`src/rtl/decode_stage_reg_if.sv`:
```
// Handshake bundle for the decode stage: IF/ID input side and ID/EX output side.
// Ports: in_valid/in_ready/in_instr/in_pc (upstream), out_valid/out_ready plus the decoded control bundle (downstream).
// master = the environment (upstream and downstream), slave = the decode stage.
interface decode_stage_reg_if #(
    parameter int ADDR_W    = 32,
    parameter int ALUCODE_W = 5
);
    logic                 in_valid;
    logic                 in_ready;
    logic [31:0]          in_instr;
    logic [ADDR_W-1:0]    in_pc;

    logic                 out_valid;
    logic                 out_ready;
    logic [ADDR_W-1:0]    out_pc;
    logic [4:0]           out_rs;
    logic [4:0]           out_rt;
    logic [4:0]           out_wdst;
    logic [4:0]           out_shamt;
    logic [31:0]          out_imm;
    logic [ALUCODE_W-1:0] out_alucode;
    logic                 out_memtoreg;
    logic                 out_regwrite;
    logic                 out_memwrite;
    logic                 out_memread;
    logic                 out_alusrca;
    logic                 out_alusrcb;
    logic                 out_j;
    logic                 out_jr;
    logic                 out_illegal;
    logic [1:0]           out_mem_size;
    logic                 out_mem_unsigned;

    modport master (
        output in_valid, in_instr, in_pc, out_ready,
        input  in_ready, out_valid, out_pc, out_rs, out_rt, out_wdst, out_shamt,
               out_imm, out_alucode, out_memtoreg, out_regwrite, out_memwrite,
               out_memread, out_alusrca, out_alusrcb, out_j, out_jr, out_illegal,
               out_mem_size, out_mem_unsigned
    );

    modport slave (
        input  in_valid, in_instr, in_pc, out_ready,
        output in_ready, out_valid, out_pc, out_rs, out_rt, out_wdst, out_shamt,
               out_imm, out_alucode, out_memtoreg, out_regwrite, out_memwrite,
               out_memread, out_alusrca, out_alusrcb, out_j, out_jr, out_illegal,
               out_mem_size, out_mem_unsigned
    );
endinterface

```
`src/rtl/decode_stage_reg.sv`:
```
// MIPS instruction decode stage with ID/EX output register, one-bubble load-use interlock and flush.
// Latency 1 cycle input transfer -> out_valid; 1 instr/cycle without hazards.
// Backpressure: holds while out_ready=0; in_ready drops on flush or load-use hazard.
// Ports: clk, reset (async active-high), flush, bubble_cnt (saturating), bus (decode_stage_reg_if.slave).
// Optional feature macro DECODE_BYTE_MEM_EN adds LB/LBU/SB decode.
module decode_stage_reg #(
    parameter int ADDR_W    = 32,
    parameter int ALUCODE_W = 5,
    parameter int CNT_W     = 16
) (
    input  logic              clk,
    input  logic              reset,
    input  logic              flush,
    output logic [CNT_W-1:0]  bubble_cnt,
    decode_stage_reg_if.slave bus
);
    localparam logic [4:0] A_ADD = 5'd0,  A_AND = 5'd1,  A_XOR = 5'd2,  A_OR = 5'd3;
    localparam logic [4:0] A_NOR = 5'd4,  A_SUB = 5'd5,  A_ANDI = 5'd6, A_XORI = 5'd7;
    localparam logic [4:0] A_ORI = 5'd8,  A_JR = 5'd9,   A_BEQ = 5'd10, A_BNE = 5'd11;
    localparam logic [4:0] A_BGEZ = 5'd12, A_BGTZ = 5'd13, A_BLEZ = 5'd14, A_BLTZ = 5'd15;
    localparam logic [4:0] A_SLL = 5'd16, A_SRL = 5'd17, A_SRA = 5'd18, A_SLT = 5'd19;
    localparam logic [4:0] A_SLTU = 5'd20;

    typedef struct packed {
        logic [ADDR_W-1:0]    pc;
        logic [4:0]           rs;
        logic [4:0]           rt;
        logic [4:0]           wdst;
        logic [4:0]           shamt;
        logic [31:0]          imm;
        logic [ALUCODE_W-1:0] alucode;
        logic                 memtoreg;
        logic                 regwrite;
        logic                 memwrite;
        logic                 memread;
        logic                 alusrca;
        logic                 alusrcb;
        logic                 j;
        logic                 jr;
        logic                 illegal;
        logic [1:0]           mem_size;
        logic                 mem_unsigned;
    } bundle_t;

    bundle_t    dec;
    bundle_t    held;
    logic       held_vld;
    logic       uses_rs;
    logic       uses_rt;
    logic       hazard;
    logic [4:0] code;
    logic       legal, r_alu, shift_imm, i_alu, zext, ld, st, br, rs_br, is_j, is_jr;
    logic       beq_bne;

    wire [5:0] op    = bus.in_instr[31:26];
    wire [4:0] rs    = bus.in_instr[25:21];
    wire [4:0] rt    = bus.in_instr[20:16];
    wire [4:0] rd    = bus.in_instr[15:11];
    wire [5:0] funct = bus.in_instr[5:0];

    always_comb begin
        code      = A_ADD;
        legal     = 1'b1;
        r_alu     = 1'b0;
        shift_imm = 1'b0;
        i_alu     = 1'b0;
        zext      = 1'b0;
        ld        = 1'b0;
        st        = 1'b0;
        br        = 1'b0;
        beq_bne   = 1'b0;
        rs_br     = 1'b0;
        is_j      = 1'b0;
        is_jr     = 1'b0;
        dec              = '0;
        dec.mem_size     = 2'b10;
        dec.mem_unsigned = 1'b0;
        case (op)
            6'b000000: begin
                r_alu = 1'b1;
                case (funct)
                    6'h20, 6'h21: code = A_ADD;
                    6'h22, 6'h23: code = A_SUB;
                    6'h24:        code = A_AND;
                    6'h25:        code = A_OR;
                    6'h26:        code = A_XOR;
                    6'h27:        code = A_NOR;
                    6'h2A:        code = A_SLT;
                    6'h2B:        code = A_SLTU;
                    6'h04:        code = A_SLL;
                    6'h06:        code = A_SRL;
                    6'h07:        code = A_SRA;
                    6'h00: begin code = A_SLL; r_alu = 1'b0; shift_imm = 1'b1; end
                    6'h02: begin code = A_SRL; r_alu = 1'b0; shift_imm = 1'b1; end
                    6'h03: begin code = A_SRA; r_alu = 1'b0; shift_imm = 1'b1; end
                    6'h08: begin code = A_JR;  r_alu = 1'b0; is_jr = 1'b1; end
                    default: begin r_alu = 1'b0; legal = 1'b0; end
                endcase
            end
            // REGIMM: only BLTZ (rt=0) and BGEZ (rt=1) exist here
            6'b000001: begin
                if (rt == 5'd0)      begin br = 1'b1; code = A_BLTZ; end
                else if (rt == 5'd1) begin br = 1'b1; code = A_BGEZ; end
                else                 legal = 1'b0;
            end
            6'b000010: is_j = 1'b1;
            6'b000100: begin br = 1'b1; beq_bne = 1'b1; code = A_BEQ; end
            6'b000101: begin br = 1'b1; beq_bne = 1'b1; code = A_BNE; end
            6'b000110: begin br = 1'b1; code = A_BLEZ; end
            6'b000111: begin br = 1'b1; code = A_BGTZ; end
            6'b001000, 6'b001001: begin i_alu = 1'b1; code = A_ADD; end
            6'b001010: begin i_alu = 1'b1; code = A_SLT;  end
            6'b001011: begin i_alu = 1'b1; code = A_SLTU; end
            6'b001100: begin i_alu = 1'b1; zext = 1'b1; code = A_ANDI; end
            6'b001101: begin i_alu = 1'b1; zext = 1'b1; code = A_ORI;  end
            6'b001110: begin i_alu = 1'b1; zext = 1'b1; code = A_XORI; end
            6'b100011: ld = 1'b1;
            6'b101011: st = 1'b1;
`ifdef DECODE_BYTE_MEM_EN
            6'b100000: begin ld = 1'b1; dec.mem_size = 2'b00; end
            6'b100100: begin ld = 1'b1; dec.mem_size = 2'b00; dec.mem_unsigned = 1'b1; end
            6'b101000: begin st = 1'b1; dec.mem_size = 2'b00; end
`endif
            default: legal = 1'b0;
        endcase
        rs_br = br;

        dec.pc       = bus.in_pc;
        dec.rs       = rs;
        dec.rt       = rt;
        dec.wdst     = (r_alu | shift_imm) ? rd : rt;
        dec.shamt    = bus.in_instr[10:6];
        dec.imm      = zext ? {16'h0000, bus.in_instr[15:0]}
                            : {{16{bus.in_instr[15]}}, bus.in_instr[15:0]};
        dec.alucode  = ALUCODE_W'(code);
        dec.memtoreg = ld;
        dec.memread  = ld;
        dec.memwrite = st;
        dec.regwrite = ld | r_alu | shift_imm | i_alu;
        dec.alusrca  = shift_imm;
        dec.alusrcb  = i_alu | ld | st;
        dec.j        = is_j;
        dec.jr       = is_jr;
        dec.illegal  = ~legal;

        uses_rs = r_alu | i_alu | ld | st | rs_br | is_jr;
        uses_rt = r_alu | shift_imm | st | beq_bne;
    end

    // Dependent instruction waits one cycle behind a load whose result it reads.
    assign hazard = held_vld & held.memread & (held.wdst != 5'd0) & bus.in_valid &
                    ((uses_rs & (rs == held.wdst)) | (uses_rt & (rt == held.wdst)));

    assign bus.in_ready = ~flush & ~hazard & (~held_vld | bus.out_ready);

    always_ff @(posedge clk or posedge reset) begin
        if (reset) begin
            held_vld      <= 1'b0;
            held          <= '0;
            held.mem_size <= 2'b10;
            bubble_cnt    <= '0;
        end else if (flush) begin
            held_vld <= 1'b0;
        end else if (hazard) begin
            if (bus.out_ready) begin
                held_vld <= 1'b0;
                if (bubble_cnt != '1)
                    bubble_cnt <= bubble_cnt + CNT_W'(1);
            end
        end else if (bus.in_valid && bus.in_ready) begin
            held_vld <= 1'b1;
            held     <= dec;
        end else if (bus.out_ready) begin
            held_vld <= 1'b0;
        end
    end

    assign bus.out_valid        = held_vld;
    assign bus.out_pc           = held.pc;
    assign bus.out_rs           = held.rs;
    assign bus.out_rt           = held.rt;
    assign bus.out_wdst         = held.wdst;
    assign bus.out_shamt        = held.shamt;
    assign bus.out_imm          = held.imm;
    assign bus.out_alucode      = held.alucode;
    assign bus.out_memtoreg     = held.memtoreg;
    assign bus.out_regwrite     = held.regwrite;
    assign bus.out_memwrite     = held.memwrite;
    assign bus.out_memread      = held.memread;
    assign bus.out_alusrca      = held.alusrca;
    assign bus.out_alusrcb      = held.alusrcb;
    assign bus.out_j            = held.j;
    assign bus.out_jr           = held.jr;
    assign bus.out_illegal      = held.illegal;
    assign bus.out_mem_size     = held.mem_size;
    assign bus.out_mem_unsigned = held.mem_unsigned;
endmodule
```
`src/flat_wrapper.sv`:
```
// flat-port wrapper written by rule: the top's interface ports become plain ports
module decode_stage_reg_flat 
#(
    parameter int ADDR_W    = 32,
    parameter int ALUCODE_W = 5,
    parameter int CNT_W     = 16
)
  (clk, reset, flush, bubble_cnt, bus_in_valid, bus_in_instr, bus_in_pc, bus_out_ready, bus_in_ready, bus_out_valid, bus_out_pc, bus_out_rs, bus_out_rt, bus_out_wdst, bus_out_shamt, bus_out_imm, bus_out_alucode, bus_out_memtoreg, bus_out_regwrite, bus_out_memwrite, bus_out_memread, bus_out_alusrca, bus_out_alusrcb, bus_out_j, bus_out_jr, bus_out_illegal, bus_out_mem_size, bus_out_mem_unsigned);
  decode_stage_reg_if #(.ADDR_W(ADDR_W), .ALUCODE_W(ALUCODE_W)) bus_i ();
  input  logic clk;
  input  logic reset;
  input  logic flush;
  output logic [CNT_W-1:0] bubble_cnt;
  input wire logic [$bits(bus_i.in_valid)-1:0] bus_in_valid;
  input wire logic [$bits(bus_i.in_instr)-1:0] bus_in_instr;
  input wire logic [$bits(bus_i.in_pc)-1:0] bus_in_pc;
  input wire logic [$bits(bus_i.out_ready)-1:0] bus_out_ready;
  output wire logic [$bits(bus_i.in_ready)-1:0] bus_in_ready;
  output wire logic [$bits(bus_i.out_valid)-1:0] bus_out_valid;
  output wire logic [$bits(bus_i.out_pc)-1:0] bus_out_pc;
  output wire logic [$bits(bus_i.out_rs)-1:0] bus_out_rs;
  output wire logic [$bits(bus_i.out_rt)-1:0] bus_out_rt;
  output wire logic [$bits(bus_i.out_wdst)-1:0] bus_out_wdst;
  output wire logic [$bits(bus_i.out_shamt)-1:0] bus_out_shamt;
  output wire logic [$bits(bus_i.out_imm)-1:0] bus_out_imm;
  output wire logic [$bits(bus_i.out_alucode)-1:0] bus_out_alucode;
  output wire logic [$bits(bus_i.out_memtoreg)-1:0] bus_out_memtoreg;
  output wire logic [$bits(bus_i.out_regwrite)-1:0] bus_out_regwrite;
  output wire logic [$bits(bus_i.out_memwrite)-1:0] bus_out_memwrite;
  output wire logic [$bits(bus_i.out_memread)-1:0] bus_out_memread;
  output wire logic [$bits(bus_i.out_alusrca)-1:0] bus_out_alusrca;
  output wire logic [$bits(bus_i.out_alusrcb)-1:0] bus_out_alusrcb;
  output wire logic [$bits(bus_i.out_j)-1:0] bus_out_j;
  output wire logic [$bits(bus_i.out_jr)-1:0] bus_out_jr;
  output wire logic [$bits(bus_i.out_illegal)-1:0] bus_out_illegal;
  output wire logic [$bits(bus_i.out_mem_size)-1:0] bus_out_mem_size;
  output wire logic [$bits(bus_i.out_mem_unsigned)-1:0] bus_out_mem_unsigned;
  assign bus_i.in_valid = bus_in_valid;
  assign bus_i.in_instr = bus_in_instr;
  assign bus_i.in_pc = bus_in_pc;
  assign bus_i.out_ready = bus_out_ready;
  assign bus_in_ready = bus_i.in_ready;
  assign bus_out_valid = bus_i.out_valid;
  assign bus_out_pc = bus_i.out_pc;
  assign bus_out_rs = bus_i.out_rs;
  assign bus_out_rt = bus_i.out_rt;
  assign bus_out_wdst = bus_i.out_wdst;
  assign bus_out_shamt = bus_i.out_shamt;
  assign bus_out_imm = bus_i.out_imm;
  assign bus_out_alucode = bus_i.out_alucode;
  assign bus_out_memtoreg = bus_i.out_memtoreg;
  assign bus_out_regwrite = bus_i.out_regwrite;
  assign bus_out_memwrite = bus_i.out_memwrite;
  assign bus_out_memread = bus_i.out_memread;
  assign bus_out_alusrca = bus_i.out_alusrca;
  assign bus_out_alusrcb = bus_i.out_alusrcb;
  assign bus_out_j = bus_i.out_j;
  assign bus_out_jr = bus_i.out_jr;
  assign bus_out_illegal = bus_i.out_illegal;
  assign bus_out_mem_size = bus_i.out_mem_size;
  assign bus_out_mem_unsigned = bus_i.out_mem_unsigned;
  decode_stage_reg #(.ADDR_W(ADDR_W), .ALUCODE_W(ALUCODE_W), .CNT_W(CNT_W)) u_core (.clk(clk), .reset(reset), .flush(flush), .bubble_cnt(bubble_cnt), .bus(bus_i));
endmodule
```
`config.mk`:
```
export PLATFORM = sky130hd
export DESIGN_NAME = decode_stage_reg_flat
export DESIGN_NICKNAME = d
export VERILOG_FILES = /design/src/rtl/decode_stage_reg_if.sv /design/src/rtl/decode_stage_reg.sv /design/src/flat_wrapper.sv
export SDC_FILE = /design/constraint.sdc
export NUM_CORES = 1
export LEC_CHECK = 0
export ABC_AREA = 1
export CAP_MARGIN = 20
export CORE_MARGIN = 1.5
export CORE_UTILIZATION = 25
export CTS_CLUSTER_SIZE = 25
export DETAILED_ROUTE_END_ITERATION = 8
export PLACE_DENSITY = 0.57
export SLEW_MARGIN = 25
export SYNTH_ARGS = -nofsm -noshare
export SYNTH_HDL_FRONTEND = slang
export SYNTH_SLANG_ARGS = --single-unit
```
`constraint.sdc`:
```
create_clock -name clk -period 3.9 [get_ports clk]
set_clock_uncertainty 0.2 [all_clocks]
set_input_delay 0.585 -clock clk [delete_from_list [all_inputs] [get_ports clk]]
set_output_delay 0.585 -clock clk [all_outputs]
set_load 0.01 [all_outputs]
```
==> impl_metrics.yaml <==
setup_path:
  crit_slowest_cell: "clkdlybuf4s50_1"
  max_stage_delay_ps: 590
  endpoint_kind: "output port"
  critPathKind: "primary input to output port"
  required_ps: 3120
  path_delay_family: "buffers and inverters"
  cpMostUsedCell: "nand2_1"
  critPathBufInv: 3
  worstSetupStartpointType: "primary input"
  crit_chain: "clkdlybuf4s50_1 -> nor2_1 -> nand3_1 -> nand2_1 -> inv_1 -> nand2_1 -> nor2_1 -> nand3_1 -> nand2_1 -> nand2_2 -> nand2_4 -> nand2_1 -> nor2_1 -> clkdlybuf4s50_1"
  arrival_ps: 2830
  cp_max_fo: 6
route:
  drt-wirelength-per-cell_um: 14.9
  drtIter0Drc: 308
  antenna_left: 0
  drtPass1Iterations: 5
  totalWireLength_um: 16300
  avgViaCountPerCell: 4.56
  drc_errors: 0
  vias: 4988
logic_synthesis:
  synth_area_um2: 5150
  ys_types: 29
  synthCells: 675
  synthTopCellsByCount: "nand2_1, dfrtp_1, nand4_1, inv_1, nor2_1"
  synth_edf_count: 0
  ys_ff_latch: 94
  yosysTopAreaCell: "dfrtp_1"
  synthArstFlopShare: 1.00
  post-synth-top-count-cell: "nand2_1"
  synth_area_per_cell_um2: 7.63
  yosys.area.top_type_share: 0.457
  synthFlopType: "dfrtp_1"
  ys.warnings.count: 0
  synth.area.top_cells: "dfrtp_1, nand2_1, nand4_1"
  seq_area_frac_synth: 0.457
grt:
  grt_pass1_vias: 4960
  grt_start_max_net_pins: 79
  grt_antenna_before_repair: 0
  grt_pass1_wl_um: 26700
  grt_overflow: 0
  track_usage: 0.156
timing:
  rsz0062_at_grt: "no"
  worst_pin_slew_ps: 868
  setup_violations: 0
  finalHoldViolCount: 0
  fin_tns_setup_ps: 0
  post-route-period-util: 0.927
  period_minus_slack_ps: 3620
  drv_slew: 0
  max_freq_mhz: 277
  hold_slack_ps: 268
  max_slew_margin: 0.422
cells_and_area:
  drive_gt1_frac: 0.0389
  layout.cells.non_filler: 1093
  final_util: 0.362
  area_growth_pct: 42.3
  regArea_um2: 2350
  multiInputGateArea_um2: 2230
  diodes: 0
  final_nets: 889
  fillerInstances: 2112
pwr:
  fin_total_pwr_mw: 2.64
  peakVddDrop_mv: 0.185
  leakage_nw: 3.40
  p_per_area_nw_per_um2: 360
floorplanning:
  start_util: 0.255
  dieArea_um2: 21500
  die_x_um: 147
  die_height_um: 147
  io_pins: 188
  core_um2: 20200
  rows: 52
placed_design:
  dp.cells: 1078
  gp_congestion: 0.885
  hpwlAfterDp_um: 11400
  io_buffer_count: 184
clocking:
  cts_resized: 0
  root_buffer: "clkbuf_16"
  cts_sinks: 94
  clk_path_buf_depth: 2
  postCtsSetupBuffers: 0
  clkSlewWorstSetupHoldPaths_ps: 60
  clk_latency_ps: 340
  htreeDepth: 3
  ctsHoldBuffers: 0
  cts_tree: "built"
  cts-buffers-inserted: 9
job:
  cap_violations: 0
outcome:
  status: "complete, no violations"
min_path:
  hold_class: "flip-flop to flip-flop"
-- worst register-to-register path, delay by kind of cell, from the launching register on --
family                 cells  cell delay (ps)
buffers and inverters      3              890
flip-flops                 1              410
AND/OR/NAND/NOR            8             1020
-- state kept, by name (all words and copies together), names as in the netlist --
signal and count:
u_core.bus.out_pc 32, u_core.bus.out_imm 17, u_core.bubble_cnt 16, u_core.bus.out_alucode 5
u_core.bus.out_rs 5, u_core.bus.out_rt 5, u_core.bus.out_wdst 5, u_core.bus.out_alusrca 1
u_core.bus.out_alusrcb 1, u_core.bus.out_illegal 1, u_core.bus.out_j 1, u_core.bus.out_jr 1
u_core.bus.out_memtoreg 1, u_core.bus.out_memwrite 1, u_core.bus.out_regwrite 1, u_core.bus.out_valid 1
-- power by group --
group | total, mW | internal (mW) | switching (mW)
combinational | 0.679 | 0.365 | 0.313
sequential | 1.15 | 1.08 | 0.0750
clock | 0.803 | 0.429 | 0.375
total | 2.64 | 1.87 | 0.763
-- path summary, 6_finish.rpt --
| path | startpoint | endpoint | slack (ps) | depth (start not counted) |
|---|---|---|---|---|
| min in group asynchronous | reset | u_core.bus.out_pc[21] | 590 | 2 |
| setup / recovery | bus_in_instr[27] | bus_in_ready | 280 | 14 |
| hold reg to reg | u_core.bus.out_pc[12] | u_core.bus.out_pc[12] | 270 | 2 |
| max in group asynchronous | reset | u_core.bus.out_pc[16] | 2130 | 3 |
| setup reg to reg | u_core.bus.out_wdst[0] | u_core.bus.out_rt[4] | 1330 | 11 |
| hold / removal | u_core.bus.out_pc[12] | u_core.bus.out_pc[12] | 270 | 2 |
-- cell usage in the layout (no fill, tap or decap), types with 4 or more instances in the layout --
cell             Yosys  layout
nor3_1              12      12
nand3_1             32      32
dfrtp_1             94      94
o21ai_0             26      26
nor2_1              36      35
clkdlybuf4s50_1      0     183
nor4_1               6       6
clkbuf_16            0       9
nand4_1             84      84
nand2_1            224     224
xor2_1              15      15
clkbuf_1            20       4
inv_1               59      58
xnor2_1              7       7
buf_4               25       7
-- kinds of logic (layout without fill, tap and decap cells) --
| kind of cell | count (synthesis) | in the layout | synth area share |
|---|---|---|---|
| simple gates | 403 | 403 | 0.356 |
| xor+xnor | 22 | 22 | 0.0374 |
| buf+inv | 121 | 268 | 0.114 |
| other cells | 2 | 3 | 0.00146 |
| fa+ha+maj | 1 | 1 | 0.00243 |
| compound gates | 32 | 32 | 0.0323 |
| flops | 94 | 94 | 0.457 |
-- area by class of cell --
cell class / instances / area share
clock buffer: 13 / 0.0328
clock inverter: 2 / 0.00137
inverter: 60 / 0.0311
multi-input combinational: 461 / 0.305
sequential: 94 / 0.321
tap: 270 / 0.0461
timing repair buffer: 193 / 0.263
-- stage by stage --
stage | cell area [um^2] | worst slack [ps]
after global placement | 7080 | 332
after detailed placement | 7080 | 317
after CTS | 7330 | 314
after global routing | 7330 | 31.3
after floorplan | 5160 | 666
final | 7330 | 285
-- layer usage --
| metal | part of all wire | vias up | wire (um) | GRT usage |
|---|---|---|---|---|
| li1 | - | 2483 | - | - |
| met1 | 0.46 | 2322 | 7450 | 0.203 |
| met2 | 0.46 | 162 | 7470 | 0.254 |
| met3 | 0.064 | 21 | 1040 | 0.0428 |
| met4 | 0.019 | 0 | 308 | 0.0460 |
| met5 | 0 | - | 0 | 0 |
Note: power is estimated with default switching activity, not from simulation.
